<file path="src/rtl/flow_pattern_monitor.sv">
// Receive-side checker for a rotating one-cold LED pattern: decodes the dark LED,
// locks onto the rotation direction, counts revolutions and flags pattern errors.
module flow_pattern_monitor #(
  parameter int unsigned DATA_WIDTH = 8,
  parameter int unsigned LOCK_COUNT = 3,
  parameter int unsigned CNT_WIDTH  = 16,
  localparam int unsigned PW        = $clog2(DATA_WIDTH)
) (
  input  logic                  clk,
  input  logic                  rst,
  input  logic                  sample_en,
  input  logic [DATA_WIDTH-1:0] led_in,
  input  logic                  clear,
  output logic [PW-1:0]         pos,
  output logic                  pos_valid,
  output logic                  dir,
  output logic                  locked,
  output logic [CNT_WIDTH-1:0]  rot_count,
  output logic [CNT_WIDTH-1:0]  err_count,
  output logic                  err_sticky
);

  localparam logic [0:0] StHunt   = 1'b0;
  localparam logic [0:0] StLocked = 1'b1;

  localparam logic [PW-1:0] IdxMax  = PW'(DATA_WIDTH - 1);
  localparam logic [3:0]    LockCnt = 4'(LOCK_COUNT);

  logic [0:0]           state_q, state_d;
  logic [3:0]           match_q, match_d;
  logic                 cand_q, cand_d;
  logic                 prev_valid_q, prev_valid_d;
  logic [PW-1:0]        prev_idx_q, prev_idx_d;
  logic [PW-1:0]        pos_q, pos_d;
  logic                 pos_valid_q, pos_valid_d;
  logic                 dir_q, dir_d;
  logic [CNT_WIDTH-1:0] rot_q, rot_d;
  logic [CNT_WIDTH-1:0] err_q, err_d;
  logic                 sticky_q, sticky_d;

  logic [DATA_WIDTH-1:0] cold;
  logic [PW:0]           ones;
  logic [PW-1:0]         idx;
  logic                  valid;
  logic [PW-1:0]         prev_dn, prev_up;
  logic                  step_ok, is_stall, is_dn, is_up, is_jump, wrap, dir_step;
  logic                  rot_inc, err_inc;

  always_comb begin
    cold = ~led_in;
    ones = '0;
    idx  = '0;
    for (int i = 0; i < DATA_WIDTH; i++) begin
      if (cold[i]) begin
        ones = ones + 1'b1;
        idx  = PW'(i);
      end
    end
    valid = (ones == (PW + 1)'(1));
  end

  // Neighbour indices modulo DATA_WIDTH, which need not be a power of two.
  assign prev_dn  = (prev_idx_q == '0) ? IdxMax : prev_idx_q - 1'b1;
  assign prev_up  = (prev_idx_q == IdxMax) ? '0 : prev_idx_q + 1'b1;
  assign step_ok  = valid && prev_valid_q;
  assign is_stall = step_ok && (idx == prev_idx_q);
  assign is_dn    = step_ok && (idx == prev_dn);
  assign is_up    = step_ok && (idx == prev_up);
  assign is_jump  = step_ok && !is_stall && !is_dn && !is_up;
  assign dir_step = dir_q ? is_up : is_dn;
  assign wrap     = dir_q ? (prev_idx_q == IdxMax) : (prev_idx_q == '0);

  always_comb begin
    state_d      = state_q;
    match_d      = match_q;
    cand_d       = cand_q;
    prev_valid_d = prev_valid_q;
    prev_idx_d   = prev_idx_q;
    pos_d        = pos_q;
    pos_valid_d  = pos_valid_q;
    dir_d        = dir_q;
    rot_inc      = 1'b0;
    err_inc      = 1'b0;

    if (sample_en) begin
      prev_valid_d = valid;
      pos_valid_d  = valid;
      if (valid) begin
        prev_idx_d = idx;
        pos_d      = idx;
      end
      case (state_q)
        StHunt: begin
          if (!valid || is_jump) begin
            match_d = '0;
          end else if (is_up || is_dn) begin
            if (match_q == '0 || is_up != cand_q) begin
              cand_d  = is_up;
              match_d = 4'd1;
            end else begin
              match_d = match_q + 4'd1;
            end
            if (match_d == LockCnt) begin
              state_d = StLocked;
              dir_d   = cand_d;
            end
          end
        end
        StLocked: begin
          if (is_stall) begin
            state_d = StLocked;
          end else if (dir_step) begin
            rot_inc = wrap;
          end else begin
            err_inc = 1'b1;
            state_d = StHunt;
            match_d = '0;
          end
        end
        default: state_d = StHunt;
      endcase
    end
  end

  // clear wins over any increment landing in the same cycle.
  always_comb begin
    rot_d    = rot_q;
    err_d    = err_q;
    sticky_d = sticky_q;
    if (clear) begin
      rot_d    = '0;
      err_d    = '0;
      sticky_d = 1'b0;
    end else begin
      if (rot_inc && rot_q != '1) rot_d = rot_q + 1'b1;
      if (err_inc && err_q != '1) err_d = err_q + 1'b1;
      if (err_inc) sticky_d = 1'b1;
    end
  end

  always_ff @(posedge clk or posedge rst) begin
    if (rst) begin
      state_q      <= StHunt;
      match_q      <= '0;
      cand_q       <= 1'b0;
      prev_valid_q <= 1'b0;
      prev_idx_q   <= '0;
      pos_q        <= '0;
      pos_valid_q  <= 1'b0;
      dir_q        <= 1'b0;
      rot_q        <= '0;
      err_q        <= '0;
      sticky_q     <= 1'b0;
    end else begin
      state_q      <= state_d;
      match_q      <= match_d;
      cand_q       <= cand_d;
      prev_valid_q <= prev_valid_d;
      prev_idx_q   <= prev_idx_d;
      pos_q        <= pos_d;
      pos_valid_q  <= pos_valid_d;
      dir_q        <= dir_d;
      rot_q        <= rot_d;
      err_q        <= err_d;
      sticky_q     <= sticky_d;
    end
  end

  assign pos        = pos_q;
  assign pos_valid  = pos_valid_q;
  assign dir        = dir_q;
  assign locked     = (state_q == StLocked);
  assign rot_count  = rot_q;
  assign err_count  = err_q;
  assign err_sticky = sticky_q;

endmodule
</file>
<file path="config.mk">
export PLATFORM = sky130hd
export DESIGN_NAME = flow_pattern_monitor
export DESIGN_NICKNAME = d
export VERILOG_FILES = /design/src/rtl/flow_pattern_monitor.sv
export SDC_FILE = /design/constraint.sdc
export NUM_CORES = 1
export LEC_CHECK = 0
export ABC_AREA = 0
export CAP_MARGIN = 5
export CORE_AREA = 8 8 97 99
export CTS_BUF_LIST = sky130_fd_sc_hd__clkbuf_16
export DETAILED_ROUTE_END_ITERATION = 12
export DIE_AREA = 0 0 105 107
export GPL_ROUTABILITY_DRIVEN = 0
export PLACE_DENSITY = 0.69
export SLEW_MARGIN = 20
export SYNTH_ARGS = -nofsm -noshare
export SYNTH_HDL_FRONTEND = slang
export SYNTH_SLANG_ARGS = --single-unit
</file>
<file path="constraint.sdc">
create_clock -name clk -period 2.89 [get_ports clk]
set_input_delay 0.578 -clock clk [delete_from_list [all_inputs] [get_ports clk]]
set_output_delay 0.578 -clock clk [all_outputs]
set_load 0.1 [all_outputs]
</file>
======== After elaboration in Yosys (flattened, before gate mapping) ========
Cells that the tools add are included.
storage, ports and cells
  logic and storage cells ................. 111
  input bits .............................. 12
  bits in registers ....................... 44
  output and inout port bits .............. 39
cells by class
  multiplexer cells ....................... 50
  bitwise gates (word level) .............. 3
  $add $sub $neg .......................... 12
  equality and inequality tests ........... 12
  reductions and logical operators ........ 25
operators by type and width
  kind                                                                   count
  16-bit two-way mux                                                     4
  4-bit two-way mux                                                      16
  16-bit by 1-bit adder with 16-bit output, second input constant        2
  4-bit by 1-bit adder with 4-bit output, second input constant          8
  16-bit != test, second input constant                                  2
  3-bit two-way mux                                                      8
  1-bit two-way mux                                                      20
  3-bit equality test                                                    3
  1-bit logical AND                                                      9
  8-bit inverter                                                         1
  4-bit case mux with 2 select lines                                     1
  4-bit AND reduction                                                    2
  2-bit nonzero test                                                     3
  5-bit AND reduction                                                    1
  4-bit by 1-bit equality test with 1-bit output, second input constant  1
  4-bit by 2-bit equality test with 1-bit output, second input constant  1
  1-bit zero test                                                        4
  4-bit zero test                                                        1
  2-bit != test, second input constant                                   2
  3-bit by 1-bit adder with 3-bit output, second input constant          1
  3-bit equality test, second input constant                             1
  3-bit zero test                                                        1
  1-bit logical OR                                                       3
  3-bit != test, second input constant                                   1
  5 further kinds                                                        6

======== Depth between registers and ports, before layout ========
Gate-level depths: netlist of run 1.
  depth in word-level cells ............... 32
  gate-level depth with buffers ........... 25
  mapped depth without buffers ............ 23

======== Least setup slack after synthesis of run 1 ========
Ideal clock, no wire load.
  kind .................................... input-to-reg
  start point ............................. in led_in[0]
  end point ............................... reg rot_q[14], in the netlist rot_count[14]
  setup slack ............................. -2.431 ns
  cell stages on the path ................. 24
  path buffers ............................ 1
  setup time .............................. 0.125 ns
  required time ........................... 2.765 ns
  arrival time ............................ 5.196 ns
  path through ............................ inv_1 -> ha_1 -> nand2b_1 -> and2_1 -> ha_1 -> nand2b_1 -> nand2_1 -> ha_1 -> nor2_1 -> a31oi_1 -> ha_1 -> o22ai_1 -> a31oi_1 -> ha_1 -> mux2_2 -> ha_1 -> xnor2_1 -> xnor3_1 -> nor4_2 -> o32ai_2 -> or3_1 -> buf_2 -> nor4_1 -> mux2_2
between the ends
  cells in the longest elaborated chain, start to end .. 26
  elaborated cells on any way between the ends .. 28
  those cells by class .................... add/sub (7); eq/ne (1); mux (13); bitwise (1); reduce/logical (6)
ends and longest elaborated chain
  what                                         line    RTL
  start, declared                              12      input logic [DATA_WIDTH-1:0] led_in,
  8-bit inverter (*)                           50      cold = ~led_in;
  1-bit two-way mux (*)                        54      if (cold[i]) begin
  4-bit by 1-bit adder with 4-bit output       55      ones = ones + 1'b1;
  4-bit two-way mux (*)                        54
  4-bit by 1-bit adder with 4-bit output       55
  4-bit two-way mux (*)                        54
  4-bit by 1-bit adder with 4-bit output       55
  4-bit two-way mux (*)                        54
  (+10 left out)                               --
  1-bit logical AND, on equally long branches  67, 68
  1-bit two-way mux                            70      assign dir_step = dir_q ? is_up : is_dn;
  1-bit two-way mux                            112     end else if (dir_step) begin
  1-bit two-way mux (*)                        110     if (is_stall) begin
  1-bit two-way mux (*)                        92      case (state_q)
  1-bit two-way mux (*)                        85      if (sample_en) begin
  1-bit logical AND (*)                        135     if (rot_inc && rot_q != '1) rot_d = rot_q + 1'b1;
  2-bit nonzero test (no line) (*)             --
  end signal, assigned                         163     rot_q <= rot_d;
  end, declared                                37      logic [CNT_WIDTH-1:0] rot_q, rot_d;
Every way passes the cells marked *; elsewhere a longest branch is shown, timed or not.
A chain may end at the register's enable or synchronous reset.

======== Worst setup path in the final report of run 1 ========
  start point ............................. in led_in[0]
  end point ............................... reg err_q[15], in the netlist err_count[15]
between the ends
  cells in the longest elaborated chain, start to end .. 26
  elaborated cells on any way between the ends .. 28
  those cells by class .................... add/sub (7); eq/ne (1); mux (13); bitwise (1); reduce/logical (6)
ends and longest elaborated chain
  what                                         line    RTL
  8-bit inverter (*)                           50
  1-bit two-way mux (*)                        54
  4-bit by 1-bit adder with 4-bit output       55
  4-bit two-way mux (*)                        54
  4-bit by 1-bit adder with 4-bit output       55
  4-bit two-way mux (*)                        54
  4-bit by 1-bit adder with 4-bit output       55
  4-bit two-way mux (*)                        54
  (+10 left out)                               --
  1-bit logical AND, on equally long branches  67, 68
  1-bit two-way mux                            70
  1-bit two-way mux                            112
  1-bit two-way mux (*)                        110
  1-bit two-way mux (*)                        92
  1-bit two-way mux (*)                        85
  1-bit logical AND (*)                        136     if (err_inc && err_q != '1) err_d = err_q + 1'b1;
  2-bit nonzero test (no line) (*)             --
  end signal, assigned                         164     err_q <= err_d;
  end, declared                                38      logic [CNT_WIDTH-1:0] err_q, err_d;
Marks and branches as above.

==> results of run 1 <==
power groups by stage:
stage	sequential, mW	combinational (mW)	clock, mW
6_report	0.694	1.66	0.660
5_1_grt	0.700	1.77	0.692
4_1_cts	0.692	1.54	0.663
3_5_place_dp	0.703	1.41	0
3_3_place_gp	0.701	1.37	0
2_1_floorplan	0.872	0.660	0
what timing repair did:
item	in CTS	in global routing
hold buffers	0	0
buffers inserted	12	6
cloned	3	0
resized for setup	67	46
pin swaps	44	15
setup endpoints to repair	44	44
hold endpoints to repair	0	0
cells in the mapped netlist, drive strengths merged, types with 3 or more instances:
master | instances | area (um^2)
and4 | 6 | 52.55
nand2 | 32 | 120.1
nand3 | 22 | 110.1
nor2b | 8 | 50.05
o41ai | 3 | 26.28
xor2 | 4 | 35.03
nand3b | 3 | 22.52
or4 | 19 | 142.6
xnor2 | 6 | 52.55
nand2b | 10 | 62.56
nor3 | 7 | 35.03
nor4 | 3 | 25.02
buf | 5 | 21.27
dfrtp | 44 | 1101
nand4 | 12 | 75.07
and3 | 8 | 50.05
or3 | 9 | 56.30
nor2 | 18 | 67.56
o21ai | 16 | 80.07
a31oi | 5 | 31.28
mux2 | 7 | 78.83
a21oi | 32 | 160.2
clkbuf | 15 | 57.55
ha | 15 | 187.7
and2 | 11 | 68.82
a211oi | 4 | 30.03
o31ai | 18 | 135.1
mux2i | 3 | 30.03
inv | 18 | 67.56
cells by family after synthesis:
family          share of synthesized area, %
compound gates                         19.45
fa+ha+maj                              5.505
buf+inv                                4.293
flops                                  32.29
mux                                    3.193
simple gates                           29.94
xor+xnor                               5.321
layout by cell type (no fill, tap or decap), drive strengths merged, types with 4 or more instances in the layout:
cell type      synthesis  routed
and4                   6       6
nand3                 22      22
inv                   18      17
a211oi                 4       4
xor2                   4       4
and2                  11      11
ha                    15      15
nand2                 32      32
clkdlybuf4s50          0       7
mux2                   7       7
buf                    5     139
xnor2                  6       6
nand4                 12      12
and3                   8       8
nand2b                10      10
nor3                   7       7
a31oi                  5       5
nor2                  18      18
a21oi                 32      32
nor2b                  8       8
o21ai                 16      16
or4                   19      19
or3                    9       9
dfrtp                 44      44
clkbuf                15       5
o31ai                 18      18
worst max-delay path: cells and delay by family:
family	cells	cell delay [ns]
xor+xnor	2	0.39
mux	1	0.29
simple gates	8	1.03
fa+ha+maj	6	1.39
compound gates	5	0.78
buf+inv	5	0.60
worst max path at each step:
| stage | cells past startpoint | endpoint | from |
|---|---|---|---|
| after floorplan | 23 | rot_count[14]$_DFFE_PP0P_ | led_in[0] |
| after global placement | 23 | rot_count[14]$_DFFE_PP0P_ | led_in[0] |
| after detailed placement | 24 | rot_count[6]$_DFFE_PP0P_ | led_in[0] |
| after CTS | 25 | rot_count[11]$_DFFE_PP0P_ | led_in[1] |
| after global routing | 25 | rot_count[11]$_DFFE_PP0P_ | led_in[1] |
| final | 27 | err_count[15]$_DFFE_PP0P_ | led_in[0] |
through the flow:
step	cell area, um^2	utilization (%)	TNS, ns	hold WS (ns)	setup slack, ns
finish	5324	67.16	-79.71	0.5235	-1.942
global route	5324	67.16	-87.89	0.5611	-2.112
CTS	5120	64.58	-75.90	0.5187	-1.887
detailed placement	4609	58.14	-121.48	0.5060	-2.989
global placement	4609	58.14	-114.67	0.4953	-2.812
floorplan	3578	-	-84.38	0.4778	-2.240
registers in the layout (all words and copies together), names as in the netlist:
register	flops
pos_valid	1
pos	3
err_sticky	1
cand_q	1
err_count	16
rot_count	16
dir	1
locked	1
match_q	4
layout make-up:
cell class	count	share of cell area [%]
sequential	44	20.68
multi-input combinational	317	49.12
clock buffer	5	2.350
timing repair buffer	147	23.08
tap	105	2.468
clock inverter	3	0.7991
inverter	18	1.504
layer usage:
metal | vias up | wire, um | global-route usage, %
met4 | 0 | 202 | 7.238
met5 | - | 0 | 0
li1 | 1770 | - | -
met2 | 101 | 5588 | 33.76
met1 | 1814 | 4391 | 19.96
met3 | 19 | 428 | 3.599
==> out/results.ini, run 1 <==
[timing]
setup_viol = 44
tightest_slew_ns = 0.7456
slew_viol_final = 0
max_freq_mhz = 207.0
hold_violations = 0
final.min_clock_period_ns = 4.832
relSlewSlack_pct = 50.13
skew_ns = 0.008844
finalCritPeriodShare_pct = 167.2
rsz0062_at_grt = yes
timing.final.ws_setup_ns = -1.942

[cells_and_area]
seqCellArea_um2 = 1101
nNetsFinal = 560
area_growth_pct = 56.15
drive_gt1_share_pct = 43.82
multi_input_area_um2 = 2615
stdcell_count = 639
fillCellCount = 632
antenna_cells = 0

[min_path]
min_path_type = reg -> reg
hold_depth = 2
min_to = cand_q$_DFFE_PP0P_
min_from = cand_q$_DFFE_PP0P_

[clocking]
cts.sinks = 44
cts_root_buf = clkbuf_16
htree_levels = 2
cts_tree = yes
clkLatencyLatePin_ns = 0.29
numCtsBuffers = 5
clock_path_buffers = 2
clkTransAtPathRegs_ns = 0.06

[routing]
routed_wl_um = 10610
drc = 0
drt-wirelength-per-cell_um = 16.61
drt_pre_antenna_iters = 4
drtIter0Drc = 155
vias = 3704
vias_per_cell = 5.797
ant_nets = 0

[critical_path]
crit_arrival_ns = 5.03
reg2reg_depth = 12
critPathLaunchType = input port
crit_top_cell = ha_4
critPathMaxStageDelay_ns = 0.48
rr_endpoint = err_count[15]$_DFFE_PP0P_
r2r_slack_ns = -0.44
critPathKind = in -> reg
rr_startpoint = pos[0]$_DFFE_PP0P_
path_max_fanout = 7
required_ns = 3.09
endpoint_kind = register
crit_slowest_cell = or4_1

[logic_synthesis]
avgSynthCellArea_um2 = 8.545
ys_types = 60
seq_area_frac_synth_pct = 32.29
synthesis.nets = 426
syn_area_um2 = 3410
synth_flop_cell = dfrtp_1
synth_edf_count = 0
synth_seq_cells = 44
async_flop_share_pct = 100.0
netlist_instances = 399
yosysWarnings = 0

[flow_run]
max_cap_viol_count = 0

[global_routing]
antenna_found_initial = 0
grt_usage_pct = 18.21
grt_pass1_vias = 3781
grt_pass1_wl_um = 17420
grt-ovfl-total = 0
grt_max_degree = 45

[place]
dp_cells = 613
port_buffers = 50
hpwl_um = 7206

[floorplan]
ios = 51
initial_utilization_pct = 43.01
dieHeight_um = 107
core_area_um2 = 7928
rows = 33
dieArea_um2 = 11240
die_w_um = 105

[run_status]
violations = negative setup slack
status = finished, violations left

[pwr]
p_leak_nw = 2.325
switchingPower_mw = 1.141
total_power_mw = 3.012
p_sw_share_pct = 37.89
peakVddDrop_mv = 0.8143
pwr-share-clk_pct = 21.9
internal_power_mw = 1.870
p_comb_share_pct = 55.0
seq_power_share_pct = 23.0
p_per_area_nw_per_um2 = 565.7

(Power assumes the default switching activity.)
==> run 2: changes to the inputs <==
SKIP_CTS_REPAIR_TIMING = 1   (was not set)
SLEW_MARGIN = 5   (was 20)
==> run 2 against run 1 <==
The run still ends with negative setup slack left. Wire length decreased by 5.2%. Sequential power about the same. Global-route usage decreased by 1.8 points. First-iteration DRC count fell by 5.2%. Critical endpoint is now err_count[0]$_DFFE_PP0P_. Largest power group unchanged. Highest routed layer unchanged.
==> out/results.ini, run 2 (same netlist as run 1, synthesis figures left out) <==
[clocking]
clkLatencyLatePin_ns = 0.29  ; about the same
clkTransAtPathRegs_ns = 0.06  ; about the same
htree_levels = 2  ; unchanged
cts_tree = yes
cts_root_buf = clkbuf_16
cts.sinks = 44  ; unchanged
numCtsBuffers = 5  ; unchanged
clock_path_buffers = 2  ; unchanged

[routing]
drtIter0Drc = 147  ; -5.2%
drc = 0  ; unchanged
drt_pre_antenna_iters = 4  ; unchanged
vias = 3614  ; -2.4%
routed_wl_um = 10060  ; -5.2%
ant_nets = 0  ; unchanged
drt-wirelength-per-cell_um = 15.92  ; -4.1%
vias_per_cell = 5.718  ; -1.3%

[critical_path]
cpLargestDelayFamily = adder cells
critPathKind = in -> reg
critPathMaxStageDelay_ns = 0.36  ; -0.12 ns
crit_top_cell = ha_4
crit_arrival_ns = 4.98  ; -0.05 ns
required_ns = 3.06  ; -0.03 ns
path_buf_inv = 4  ; -1
critPathLaunch = led_in[0]
path_max_fanout = 7  ; unchanged
rr_startpoint = pos[0]$_DFFE_PP0P_
endpoint_kind = register
crit_slowest_cell = nor3_4
critPathLaunchType = input port

[cells_and_area]
area_growth_pct = 51.27
fillCellCount = 659  ; +4.3%
final_cell_mix = buf_4 (119), dfrtp_1 (44), nand2_1 (30)
antenna_cells = 0  ; unchanged
nNetsFinal = 553  ; -1.3%
multi_input_area_um2 = 2524  ; -3.5%
final_area_um2 = 5157  ; -3.1%
seqCellArea_um2 = 1101  ; unchanged
drive_gt1_share_pct = 40.80  ; -3.0 points
final_common_cell = buf_4
stdcell_count = 632  ; -1.1%

[min_path]
min_path_type = reg -> reg
min_from = cand_q$_DFFE_PP0P_

[timing]
hold_ws_ns = 0.5182  ; -0.005322 ns
max_freq_mhz = 208.1  ; +0.56%
setup_viol = 44  ; unchanged
final.min_clock_period_ns = 4.805  ; -0.02709 ns
timing.final.ws_setup_ns = -1.915  ; +0.02709 ns
rsz0062_at_grt = yes
skew_ns = 0.008055  ; -0.0007892 ns
tightest_slew_ns = 0.7390  ; -0.006599 ns
finalCritPeriodShare_pct = 166.3  ; -0.94 points
relSlewSlack_pct = 50.58  ; +0.44 points
hold_violations = 0  ; unchanged
setup_tns_ns = -78.05  ; +1.659 ns
slew_viol_final = 0  ; unchanged

[place]
dpl_cell_area_um2 = 4609  ; unchanged
port_buffers = 50  ; unchanged
dp_cells = 613  ; unchanged
hpwl_um = 7206  ; unchanged

[floorplan]
initial_utilization_pct = 43.01  ; unchanged
die_w_um = 105  ; unchanged
dieHeight_um = 107  ; unchanged
dieArea_um2 = 11240  ; unchanged
ios = 51  ; unchanged
core_area_um2 = 7928  ; unchanged
rows = 33  ; unchanged

[global_routing]
grt_pass1_wl_um = 15760  ; -9.5%
grt_pass1_vias = 3441  ; -9.0%
antenna_found_initial = 0  ; unchanged
grt-ovfl-total = 0  ; unchanged
grt_max_degree = 45  ; unchanged
grt_usage_pct = 16.38  ; -1.8 points

[pwr]
p_per_area_nw_per_um2 = 571.9  ; +1.1%
peakVddDrop_mv = 0.8072  ; -0.88%
p_leak_nw = 2.276  ; -2.1%
total_power_mw = 2.949  ; -2.1%

[flow_run]
max_cap_viol_count = 0  ; unchanged

[run_status]
violations = negative setup slack
status = finished, violations left

## run 2: cell types whose count changed in the layout (fill, tap and decap cells not counted), moves of 3 or more
cell     change
o31ai_1      +3
mux2_4       -3
mux2_2       +3
o21ai_1      +6
buf_6        -9
o21ai_0      -4
## run 2: through the flow
stage               worst slack (ns)  util [%]
floorplan                     -2.240         -
global placement              -2.812     58.14
finish                        -1.915     65.06
CTS                           -2.691     60.26
global route                  -2.112     65.06
detailed placement            -2.989     58.14
## run 2: cell type report
type | count | share of cell area (%)
Sequential cell | 44 | 21.35
Clock inverter | 3 | 0.8248
Clock buffer | 5 | 2.426
Tap cell | 105 | 2.547
Multi-Input combinational cell | 317 | 48.93
Timing Repair Buffer | 140 | 22.37
Inverter | 18 | 1.553
## run 2: report_power, final
part | leakage [nW] | internal (mW) | switching, mW
logic | 1.59 | 0.782 | 0.815
registers | 0.602 | 0.649 | 0.0431
clock network | 0.0814 | 0.407 | 0.254
total | 2.28 | 1.84 | 1.11
## run 2: worst min-delay path, delay by kind of cell (launching register included)
family             cells  cell delay, ns
and+or+nand+nor        1            0.05
AOI/OAI and AO/OA      1            0.07
DFF                    1            0.36
## run 2: worst paths after layout
check,depth (start not counted),slack [ns],to
worst max-delay path,26,-1.92,err_count[0]$_DFFE_PP0P_
worst min-delay path,2,0.52,cand_q$_DFFE_PP0P_
worst max register to register,12,-0.43,err_count[0]$_DFFE_PP0P_
worst min register to register,2,0.52,cand_q$_DFFE_PP0P_
max in group asynchronous,3,1.73,err_count[2]$_DFFE_PP0P_
min in group asynchronous,3,0.76,rot_count[10]$_DFFE_PP0P_
## run 2: layer usage
metal	GRT usage, %	share of wire (%)	wire [um]	vias up
li1	-	-	-	1767
met1	18.60	42	4253	1748
met2	30.45	52	5226	88
met3	3.239	4.6	464	11
met4	4.485	1.1	115	0
met5	0	0	0	-
